`config.mk`:
```
export PLATFORM = sky130hd
export DESIGN_NAME = rv32i_mem_arbiter_flat
export DESIGN_NICKNAME = d
export VERILOG_FILES = /design/src/rtl/rv32i_pkg.sv /design/src/rtl/rv32i_mem_arbiter_if.sv /design/src/rtl/rv32i_lane_steer.sv /design/src/rtl/rv32i_mem_arbiter.sv /design/src/flat_wrapper.sv
export SDC_FILE = /design/constraint.sdc
export NUM_CORES = 1
export LEC_CHECK = 0
export ABC_AREA = 1
export CAP_MARGIN = 0
export CORE_UTILIZATION = 43
export DETAILED_ROUTE_END_ITERATION = 6
export PLACE_DENSITY = 0.89
export SKIP_LAST_GASP = 1
export SYNTH_ARGS = -nofsm -noshare
export SYNTH_HDL_FRONTEND = slang
export SYNTH_SLANG_ARGS = --single-unit
```
`constraint.sdc`:
```
create_clock -name clk_i -period 1.7 [get_ports clk_i]
set_input_delay 0.34 -clock clk_i [delete_from_list [all_inputs] [get_ports clk_i]]
set_output_delay 0.34 -clock clk_i [all_outputs]
set_load 0.05 [all_outputs]
```
`src/rtl/rv32i_pkg.sv`:
```
// Shared definitions for the RV32I memory arbiter: access-size encodings,
// FSM state encoding and the memory bus width.
package rv32i_pkg;

    localparam int BUS_BITS = 16;

    typedef enum logic [1:0] {
        SIZE_BYTE = 2'b00,
        SIZE_HALF = 2'b01,
        SIZE_WORD = 2'b10
    } size_e;

    typedef enum logic [1:0] {
        ST_IDLE    = 2'b00,
        ST_BEAT_LO = 2'b01,
        ST_BEAT_HI = 2'b10,
        ST_RESP    = 2'b11
    } arb_state_e;

    // The unused size code 2'b11 is treated as a word so it never hangs the FSM.
    function automatic logic is_word(input logic [1:0] size);
        return (size != SIZE_BYTE) && (size != SIZE_HALF);
    endfunction

    function automatic logic is_misaligned(input logic [1:0] size, input logic [1:0] addr_lsbs);
        if (size == SIZE_HALF) begin
            return addr_lsbs[0];
        end
        if (is_word(size)) begin
            return addr_lsbs != 2'b00;
        end
        return 1'b0;
    endfunction

endpackage

```
`src/rtl/rv32i_mem_arbiter_if.sv`:
```
// 16-bit memory bus between the arbiter (master) and the memory (slave).
interface rv32i_mem_arbiter_if #(
    parameter int XLEN = 32
);
    import rv32i_pkg::*;

    logic [XLEN-1:0]     mem_addr_o;
    logic [BUS_BITS-1:0] mem_wdata_o;
    logic [BUS_BITS-1:0] mem_rdata_i;
    logic                mem_read_o;
    logic                mem_write_o;
    logic [1:0]          mem_be_o;
    logic                mem_ready_i;

    modport master (
        output mem_addr_o,
        output mem_wdata_o,
        output mem_read_o,
        output mem_write_o,
        output mem_be_o,
        input  mem_rdata_i,
        input  mem_ready_i
    );

    modport slave (
        input  mem_addr_o,
        input  mem_wdata_o,
        input  mem_read_o,
        input  mem_write_o,
        input  mem_be_o,
        output mem_rdata_i,
        output mem_ready_i
    );

endinterface

```
`src/rtl/rv32i_lane_steer.sv`:
```
// Combinational byte-lane steering: byte enables and write replication for the
// outgoing beat, byte extraction for the returning beat.
module rv32i_lane_steer
    import rv32i_pkg::*;
(
    input  logic [1:0]          i_wr_size,
    input  logic                i_wr_addr0,
    input  logic [BUS_BITS-1:0] i_wr_data,
    output logic [1:0]          o_be,
    output logic [BUS_BITS-1:0] o_wr_data,
    input  logic [1:0]          i_rd_size,
    input  logic                i_rd_addr0,
    input  logic [BUS_BITS-1:0] i_rd_data,
    output logic [BUS_BITS-1:0] o_rd_data
);

    // A byte store puts the same byte on both lanes; the enables pick the real one.
    always_comb begin
        o_be      = 2'b11;
        o_wr_data = i_wr_data;
        if (i_wr_size == SIZE_BYTE) begin
            o_be      = i_wr_addr0 ? 2'b10 : 2'b01;
            o_wr_data = {2{i_wr_data[7:0]}};
        end
    end

    always_comb begin
        o_rd_data = i_rd_data;
        if (i_rd_size == SIZE_BYTE) begin
            o_rd_data = {8'h00, (i_rd_addr0 ? i_rd_data[15:8] : i_rd_data[7:0])};
        end
    end

endmodule

```
`src/rtl/rv32i_mem_arbiter.sv`:
```
// Arbitrates an instruction-fetch port and a data port onto one 16-bit memory bus.
// Define RV32I_ARB_FAIR_EN for round-robin arbitration; default is data priority.
module rv32i_mem_arbiter #(
    parameter int XLEN     = 32,
    parameter int BUS_BITS = rv32i_pkg::BUS_BITS
) (
    input  logic                clk_i,
    input  logic                reset_i,
    input  logic                if_req_i,
    input  logic [XLEN-1:0]     if_addr_i,
    output logic [XLEN-1:0]     if_data_o,
    output logic                if_done_o,
    input  logic                d_req_i,
    input  logic                d_we_i,
    input  logic [1:0]          d_size_i,
    input  logic [XLEN-1:0]     d_addr_i,
    input  logic [XLEN-1:0]     d_wdata_i,
    output logic [XLEN-1:0]     d_rdata_o,
    output logic                d_done_o,
    output logic                d_misaligned_o,
    rv32i_mem_arbiter_if.master mem
);
    import rv32i_pkg::*;

    localparam logic [XLEN-1:0] ADDR_ALIGN = ~XLEN'(1);

    arb_state_e          r_state, w_next_state;
    logic                r_is_data, w_next_is_data;
    logic                r_we, w_next_we;
    logic [1:0]          r_size, w_next_size;
    logic                r_addr0, w_next_addr0;
    logic [BUS_BITS-1:0] r_wdata_hi, w_next_wdata_hi;
    logic [BUS_BITS-1:0] r_rdata_lo, w_next_rdata_lo;
    logic [XLEN-1:0]     r_if_data, w_next_if_data;
    logic [XLEN-1:0]     r_d_rdata, w_next_d_rdata;
    logic                r_if_done, w_next_if_done;
    logic                r_d_done, w_next_d_done;
    logic                r_d_mis, w_next_d_mis;
    logic [XLEN-1:0]     r_mem_addr, w_next_mem_addr;
    logic [BUS_BITS-1:0] r_mem_wdata, w_next_mem_wdata;
    logic                r_mem_read, w_next_mem_read;
    logic                r_mem_write, w_next_mem_write;
    logic [1:0]          r_mem_be, w_next_mem_be;

    logic                w_grant_data;
    logic                w_grant_fetch;
    logic [XLEN-1:0]     w_req_addr;
    logic [1:0]          w_req_size;
    logic                w_req_we;
    logic [XLEN-1:0]     w_req_wdata;
    logic                w_req_mis;
    logic [1:0]          w_st_size;
    logic                w_st_addr0;
    logic [BUS_BITS-1:0] w_st_wdata;
    logic [1:0]          w_be;
    logic [BUS_BITS-1:0] w_wdata_lane;
    logic [BUS_BITS-1:0] w_rdata_lane;

`ifdef RV32I_ARB_FAIR_EN
    logic r_last_data;

    assign w_grant_data = d_req_i && (!if_req_i || !r_last_data);

    always_ff @(posedge clk_i) begin
        if (reset_i) begin
            r_last_data <= 1'b0;
        end else if ((r_state == ST_IDLE) && (w_grant_data || w_grant_fetch)) begin
            r_last_data <= w_grant_data;
        end
    end
`else
    assign w_grant_data = d_req_i;
`endif

    assign w_grant_fetch = if_req_i && !w_grant_data;

    // Fetches are always word reads from the halfword-aligned address.
    always_comb begin
        if (w_grant_data) begin
            w_req_addr  = d_addr_i;
            w_req_size  = d_size_i;
            w_req_we    = d_we_i;
            w_req_wdata = d_wdata_i;
        end else begin
            w_req_addr  = if_addr_i & ADDR_ALIGN;
            w_req_size  = SIZE_WORD;
            w_req_we    = 1'b0;
            w_req_wdata = '0;
        end
    end

    assign w_req_mis = w_grant_data && is_misaligned(d_size_i, d_addr_i[1:0]);

    always_comb begin
        if (r_state == ST_IDLE) begin
            w_st_size  = w_req_size;
            w_st_addr0 = w_req_addr[0];
            w_st_wdata = w_req_wdata[BUS_BITS-1:0];
        end else begin
            w_st_size  = r_size;
            w_st_addr0 = r_addr0;
            w_st_wdata = r_wdata_hi;
        end
    end

    rv32i_lane_steer u_lane_steer (
        .i_wr_size  (w_st_size),
        .i_wr_addr0 (w_st_addr0),
        .i_wr_data  (w_st_wdata),
        .o_be       (w_be),
        .o_wr_data  (w_wdata_lane),
        .i_rd_size  (r_size),
        .i_rd_addr0 (r_addr0),
        .i_rd_data  (mem.mem_rdata_i),
        .o_rd_data  (w_rdata_lane)
    );

    // Bus outputs are registered, so each state loads the values the next beat needs.
    always_comb begin
        w_next_state     = r_state;
        w_next_is_data   = r_is_data;
        w_next_we        = r_we;
        w_next_size      = r_size;
        w_next_addr0     = r_addr0;
        w_next_wdata_hi  = r_wdata_hi;
        w_next_rdata_lo  = r_rdata_lo;
        w_next_if_data   = r_if_data;
        w_next_d_rdata   = r_d_rdata;
        w_next_if_done   = 1'b0;
        w_next_d_done    = 1'b0;
        w_next_d_mis     = 1'b0;
        w_next_mem_addr  = r_mem_addr;
        w_next_mem_wdata = r_mem_wdata;
        w_next_mem_read  = r_mem_read;
        w_next_mem_write = r_mem_write;
        w_next_mem_be    = r_mem_be;

        case (r_state)
            ST_IDLE: begin
                if (w_grant_data || w_grant_fetch) begin
                    w_next_is_data  = w_grant_data;
                    w_next_we       = w_req_we;
                    w_next_size     = w_req_size;
                    w_next_addr0    = w_req_addr[0];
                    w_next_wdata_hi = w_req_wdata[2*BUS_BITS-1:BUS_BITS];
                    if (w_req_mis) begin
                        w_next_state  = ST_RESP;
                        w_next_d_done = 1'b1;
                        w_next_d_mis  = 1'b1;
                    end else begin
                        w_next_state     = ST_BEAT_LO;
                        w_next_mem_addr  = w_req_addr & ADDR_ALIGN;
                        w_next_mem_wdata = w_wdata_lane;
                        w_next_mem_be    = w_be;
                        w_next_mem_read  = !w_req_we;
                        w_next_mem_write = w_req_we;
                    end
                end
            end
            ST_BEAT_LO: begin
                if (mem.mem_ready_i) begin
                    if (is_word(r_size)) begin
                        w_next_state     = ST_BEAT_HI;
                        w_next_rdata_lo  = mem.mem_rdata_i;
                        w_next_mem_addr  = r_mem_addr + XLEN'(2);
                        w_next_mem_wdata = w_wdata_lane;
                        w_next_mem_be    = w_be;
                    end else begin
                        w_next_state     = ST_RESP;
                        w_next_mem_read  = 1'b0;
                        w_next_mem_write = 1'b0;
                        w_next_mem_be    = 2'b00;
                        w_next_d_done    = 1'b1;
                        if (!r_we) begin
                            w_next_d_rdata = XLEN'(w_rdata_lane);
                        end
                    end
                end
            end
            ST_BEAT_HI: begin
                if (mem.mem_ready_i) begin
                    w_next_state     = ST_RESP;
                    w_next_mem_read  = 1'b0;
                    w_next_mem_write = 1'b0;
                    w_next_mem_be    = 2'b00;
                    if (r_is_data) begin
                        w_next_d_done = 1'b1;
                        if (!r_we) begin
                            w_next_d_rdata = XLEN'({mem.mem_rdata_i, r_rdata_lo});
                        end
                    end else begin
                        w_next_if_done = 1'b1;
                        w_next_if_data = XLEN'({mem.mem_rdata_i, r_rdata_lo});
                    end
                end
            end
            ST_RESP: begin
                w_next_state = ST_IDLE;
            end
            default: begin
                w_next_state = ST_IDLE;
            end
        endcase
    end

    always_ff @(posedge clk_i) begin
        if (reset_i) begin
            r_state     <= ST_IDLE;
            r_is_data   <= 1'b0;
            r_we        <= 1'b0;
            r_size      <= 2'b00;
            r_addr0     <= 1'b0;
            r_wdata_hi  <= '0;
            r_rdata_lo  <= '0;
            r_if_data   <= '0;
            r_d_rdata   <= '0;
            r_if_done   <= 1'b0;
            r_d_done    <= 1'b0;
            r_d_mis     <= 1'b0;
            r_mem_addr  <= '0;
            r_mem_wdata <= '0;
            r_mem_read  <= 1'b0;
            r_mem_write <= 1'b0;
            r_mem_be    <= 2'b00;
        end else begin
            r_state     <= w_next_state;
            r_is_data   <= w_next_is_data;
            r_we        <= w_next_we;
            r_size      <= w_next_size;
            r_addr0     <= w_next_addr0;
            r_wdata_hi  <= w_next_wdata_hi;
            r_rdata_lo  <= w_next_rdata_lo;
            r_if_data   <= w_next_if_data;
            r_d_rdata   <= w_next_d_rdata;
            r_if_done   <= w_next_if_done;
            r_d_done    <= w_next_d_done;
            r_d_mis     <= w_next_d_mis;
            r_mem_addr  <= w_next_mem_addr;
            r_mem_wdata <= w_next_mem_wdata;
            r_mem_read  <= w_next_mem_read;
            r_mem_write <= w_next_mem_write;
            r_mem_be    <= w_next_mem_be;
        end
    end

    assign if_data_o       = r_if_data;
    assign if_done_o       = r_if_done;
    assign d_rdata_o       = r_d_rdata;
    assign d_done_o        = r_d_done;
    assign d_misaligned_o  = r_d_mis;
    assign mem.mem_addr_o  = r_mem_addr;
    assign mem.mem_wdata_o = r_mem_wdata;
    assign mem.mem_read_o  = r_mem_read;
    assign mem.mem_write_o = r_mem_write;
    assign mem.mem_be_o    = r_mem_be;

endmodule

```
`src/flat_wrapper.sv`:
```
// flat-port wrapper written by rule: the top's interface ports become plain ports
module rv32i_mem_arbiter_flat import rv32i_pkg::*;
#(
    parameter int XLEN     = 32,
    parameter int BUS_BITS = rv32i_pkg::BUS_BITS
)
  (clk_i, reset_i, if_req_i, if_addr_i, if_data_o, if_done_o, d_req_i, d_we_i, d_size_i, d_addr_i, d_wdata_i, d_rdata_o, d_done_o, d_misaligned_o, mem_mem_addr_o, mem_mem_wdata_o, mem_mem_read_o, mem_mem_write_o, mem_mem_be_o, mem_mem_rdata_i, mem_mem_ready_i);
  rv32i_mem_arbiter_if #(.XLEN(XLEN)) mem_i ();
  input  logic clk_i;
  input  logic reset_i;
  input  logic if_req_i;
  input  logic [XLEN-1:0] if_addr_i;
  output logic [XLEN-1:0] if_data_o;
  output logic if_done_o;
  input  logic d_req_i;
  input  logic d_we_i;
  input  logic [1:0] d_size_i;
  input  logic [XLEN-1:0] d_addr_i;
  input  logic [XLEN-1:0] d_wdata_i;
  output logic [XLEN-1:0] d_rdata_o;
  output logic d_done_o;
  output logic d_misaligned_o;
  output wire logic [$bits(mem_i.mem_addr_o)-1:0] mem_mem_addr_o;
  output wire logic [$bits(mem_i.mem_wdata_o)-1:0] mem_mem_wdata_o;
  output wire logic [$bits(mem_i.mem_read_o)-1:0] mem_mem_read_o;
  output wire logic [$bits(mem_i.mem_write_o)-1:0] mem_mem_write_o;
  output wire logic [$bits(mem_i.mem_be_o)-1:0] mem_mem_be_o;
  input wire logic [$bits(mem_i.mem_rdata_i)-1:0] mem_mem_rdata_i;
  input wire logic [$bits(mem_i.mem_ready_i)-1:0] mem_mem_ready_i;
  assign mem_mem_addr_o = mem_i.mem_addr_o;
  assign mem_mem_wdata_o = mem_i.mem_wdata_o;
  assign mem_mem_read_o = mem_i.mem_read_o;
  assign mem_mem_write_o = mem_i.mem_write_o;
  assign mem_mem_be_o = mem_i.mem_be_o;
  assign mem_i.mem_rdata_i = mem_mem_rdata_i;
  assign mem_i.mem_ready_i = mem_mem_ready_i;
  rv32i_mem_arbiter #(.XLEN(XLEN), .BUS_BITS(BUS_BITS)) u_core (.clk_i(clk_i), .reset_i(reset_i), .if_req_i(if_req_i), .if_addr_i(if_addr_i), .if_data_o(if_data_o), .if_done_o(if_done_o), .d_req_i(d_req_i), .d_we_i(d_we_i), .d_size_i(d_size_i), .d_addr_i(d_addr_i), .d_wdata_i(d_wdata_i), .d_rdata_o(d_rdata_o), .d_done_o(d_done_o), .d_misaligned_o(d_misaligned_o), .mem(mem_i));
endmodule
```
==> results.tsv <==
metric	value	unit
synth-edff-count	0	
finalHoldViolCount	0	
setup_ws	-36.6	ps
worstPathMaxFanout	8	
route.vias.total	9378	
fmax	576	MHz
fin_worst_skew	7.49	ps
drc_errors	0	
worst-setup-path-type	register to register	
yosysWarnings	0	
die_w	136	µm
start_kind	register	
dieHeight	136	µm
multi_input_area	4260	µm²
r2r_slack	-40	ps
cts-root-buf	clkbuf_16	
start_util	0.444	
viasPerCell	5.47	
synthMuxAreaShare	0	
antenna_cells	0	
cts_made_buffers	17	
syn_to_final_growth	49.2	%
synthAdderAreaFrac	0.00969	
critPathArrivalTime	2100	ps
core	17500	µm²
cp-end-kind	register	
total_power	21.7	mW
cp_slowest_cell	dfxtp_4	
antenna_found_initial	1	
r2r_end	u_core.mem.mem_addr_o[18]	
grt_pass1_vias	8549	
grt_pass1_wl	42700	µm
cts_tree	done	
grt_usage	0.298	
post-route-period-util	1.02	
cts.path.max_buffers	2	
whs_path_depth	3	
startpoint	u_core.r_state[0]	
synth-seq-area-share	0.405	
cp.required	2060	ps
synth_top_family_by_area	simple AND/OR/NAND/NOR gates	
hold_path.class	primary input to register	
num_io_pins	239	
setup_violations	6	
synth_compound_gate_area_share	0.186	
yosys-top-cells-area	dfxtp_1 41%, nand2_1 16%, a21oi_1 10%, nor2_1 8.0%, nand3_1 6.5%	
fin_crit	1740	ps
avgSynthCellArea	6.49	µm²
synthCells	1194	
status	complete, but fails checks	
syn-cell-area	7750	µm²
synth.distinct_cells	32	
path_cells	inv_2 -> ha_4 -> inv_6 -> o21ai_4 -> nand2_2 -> nor2_4 -> buf_12 -> clkbuf_16 -> o21ai_2 -> a21oi_2	
hold_start	reset_i	
synth_common_cells	329 x nand2_1, 166 x nor2_1, 157 x a21oi_1, 157 x dfxtp_1, 100 x nand3_1	
register_area	3150	µm²
synth_xor_area_frac	0.0102	
cts_max_level	4	
worstHoldEndpoint	u_core.mem.mem_write_o	
drtAntennaViolNets	0	
failed_checks	setup timing	
crit_buf_inv	4	
power_density	1880	nW/µm²
grt_max_degree	98	
synthFlopType	dfxtp_1	
fp-row-count	48	
wl	28900	µm
synth-simple-area-share	0.319	
clk_pin_slew_worst_paths	70	ps
reg2regPathDepth	10	
final_util	0.662	
slew_viol_final	0	
yosys.area.top_type_share	0.405	
syn_nets	1320	
synthArstFlopShare	0	
synth.most_common_cell	nand2_1	
fill_cells	1470	
dp_slack	-364	ps
place_hpwl	20000	µm
cts_sinks	157	
slowest_delay	370	ps
maxCapViolations	0	
post_drt_wl_per_cell	16.9	µm
clock_latency	440	ps
nets	1602	
dr.pass1.iters	6	
synth_top_area_cell	dfxtp_1	
rsz0062_at_grt	yes	
crit_family	buffers and inverters	
p_leak	4.89	nW
grt.overflow.total	0	
layout-drive-gt1-share	0.208	
io_buffers	236	
gp_congestion	0.992	
die_area	18600	µm²
worstReg2RegStart	u_core.r_state[0]	
peakVddDrop	0.00156	V
first_iter_violations	955	
synth_seq_cells	157	
[cell usage in the layout (no fill, tap or decap), drive strengths merged, types with 5 or more instances in the layout]
cell,Yosys,routed
a21oi,157,157
a22o,8,8
buf,29,219
clkbuf,45,21
clkdlybuf4s50,0,115
clkinv,2,5
dfxtp,157,157
ha,6,6
inv,55,63
nand2,331,331
nand3,101,101
nor2,170,170
nor3,11,11
o21ai,105,105
xor2,9,9
[layout make-up]
| cell class | count | area share |
|---|---|---|
| clock buffers | 19 | 0.0374 |
| multi-input cells | 906 | 0.369 |
| repair buffers | 337 | 0.266 |
| clock inverters | 13 | 0.0114 |
| well taps | 225 | 0.0243 |
| flip-flops and latches | 157 | 0.273 |
| inverters | 57 | 0.0193 |
[flip-flops by register name (all words and copies together) (netlist names), 2 cells and up]
| signal | flops |
|---|---|
| u_core.r_rdata_lo | 16 |
| u_core.r_state | 2 |
| u_core.mem.mem_wdata_o | 16 |
| u_core.mem.mem_addr_o | 31 |
| u_core.r_size | 2 |
| u_core.r_wdata_hi | 16 |
| u_core.mem.mem_be_o | 2 |
| u_core.d_rdata_o | 32 |
| u_core.if_data_o | 32 |
[tightest hold or removal path: cells and delay by family]
| family | cells | cell delay (ps) |
|---|---|---|
| buffers and inverters | 2 | 340 |
| AND/OR/NAND/NOR | 1 | 130 |
[kinds of logic after synthesis]
kind of cell	Yosys count
DFF	157
adders and majority gates	6
buffers and inverters	131
other	1
xor gates and xnor gates	9
AOI/OAI and AO/OA	277
and+or+nand+nor	613
[repair_timing]
| item | CTS | global route |
|---|---|---|
| gates cloned | 2 | 2 |
| hold endpoints to repair | 0 | 0 |
| hold buffers | 0 | 0 |
| buffers inserted | 3 | 6 |
| pin swaps | 3 | 16 |
| endpoints found under the setup margin | 98 | 134 |
| resized for setup | 21 | 61 |
[per-layer routing]
| layer | global-route usage | routed length (µm) | up-vias |
|---|---|---|---|
| li1 | - | - | 4464 |
| met3 | 0.0679 | 2760 | 105 |
| met2 | 0.501 | 13700 | 542 |
| met4 | 0.128 | 1230 | 0 |
| met1 | 0.362 | 11200 | 4267 |
| met5 | 0 | 0 | - |
[metrics by stage]
step                      setup TNS, ps  std cells  hold slack, ps  area, µm²
after global routing              -2170       1714             461      11600
final                             -98.0       1714             432      11600
after global placement           -12570       1670             448      10600
after floorplan                   -74.0       1194             439       7760
after CTS                         -9.88       1707             426      11300
after detailed placement         -18770       1670             453      10600
[report_power, final]
group	switching, mW	leakage (nW)	internal (mW)
Clock	1.68	0.277	2.06
Sequential	0.923	1.28	4.65
Combinational	7.83	3.33	4.55
[worst max path at each step]
stage	endpoint	depth (start not counted)
after floorplan	u_core.d_rdata_o[29]	11
after global placement	u_core.mem.mem_wdata_o[12]	9
after detailed placement	u_core.mem.mem_wdata_o[12]	9
after CTS	u_core.d_rdata_o[5]	10
after global routing	u_core.mem.mem_addr_o[18]	11
final	u_core.mem.mem_addr_o[18]	10
(Power assumes the default switching activity.)
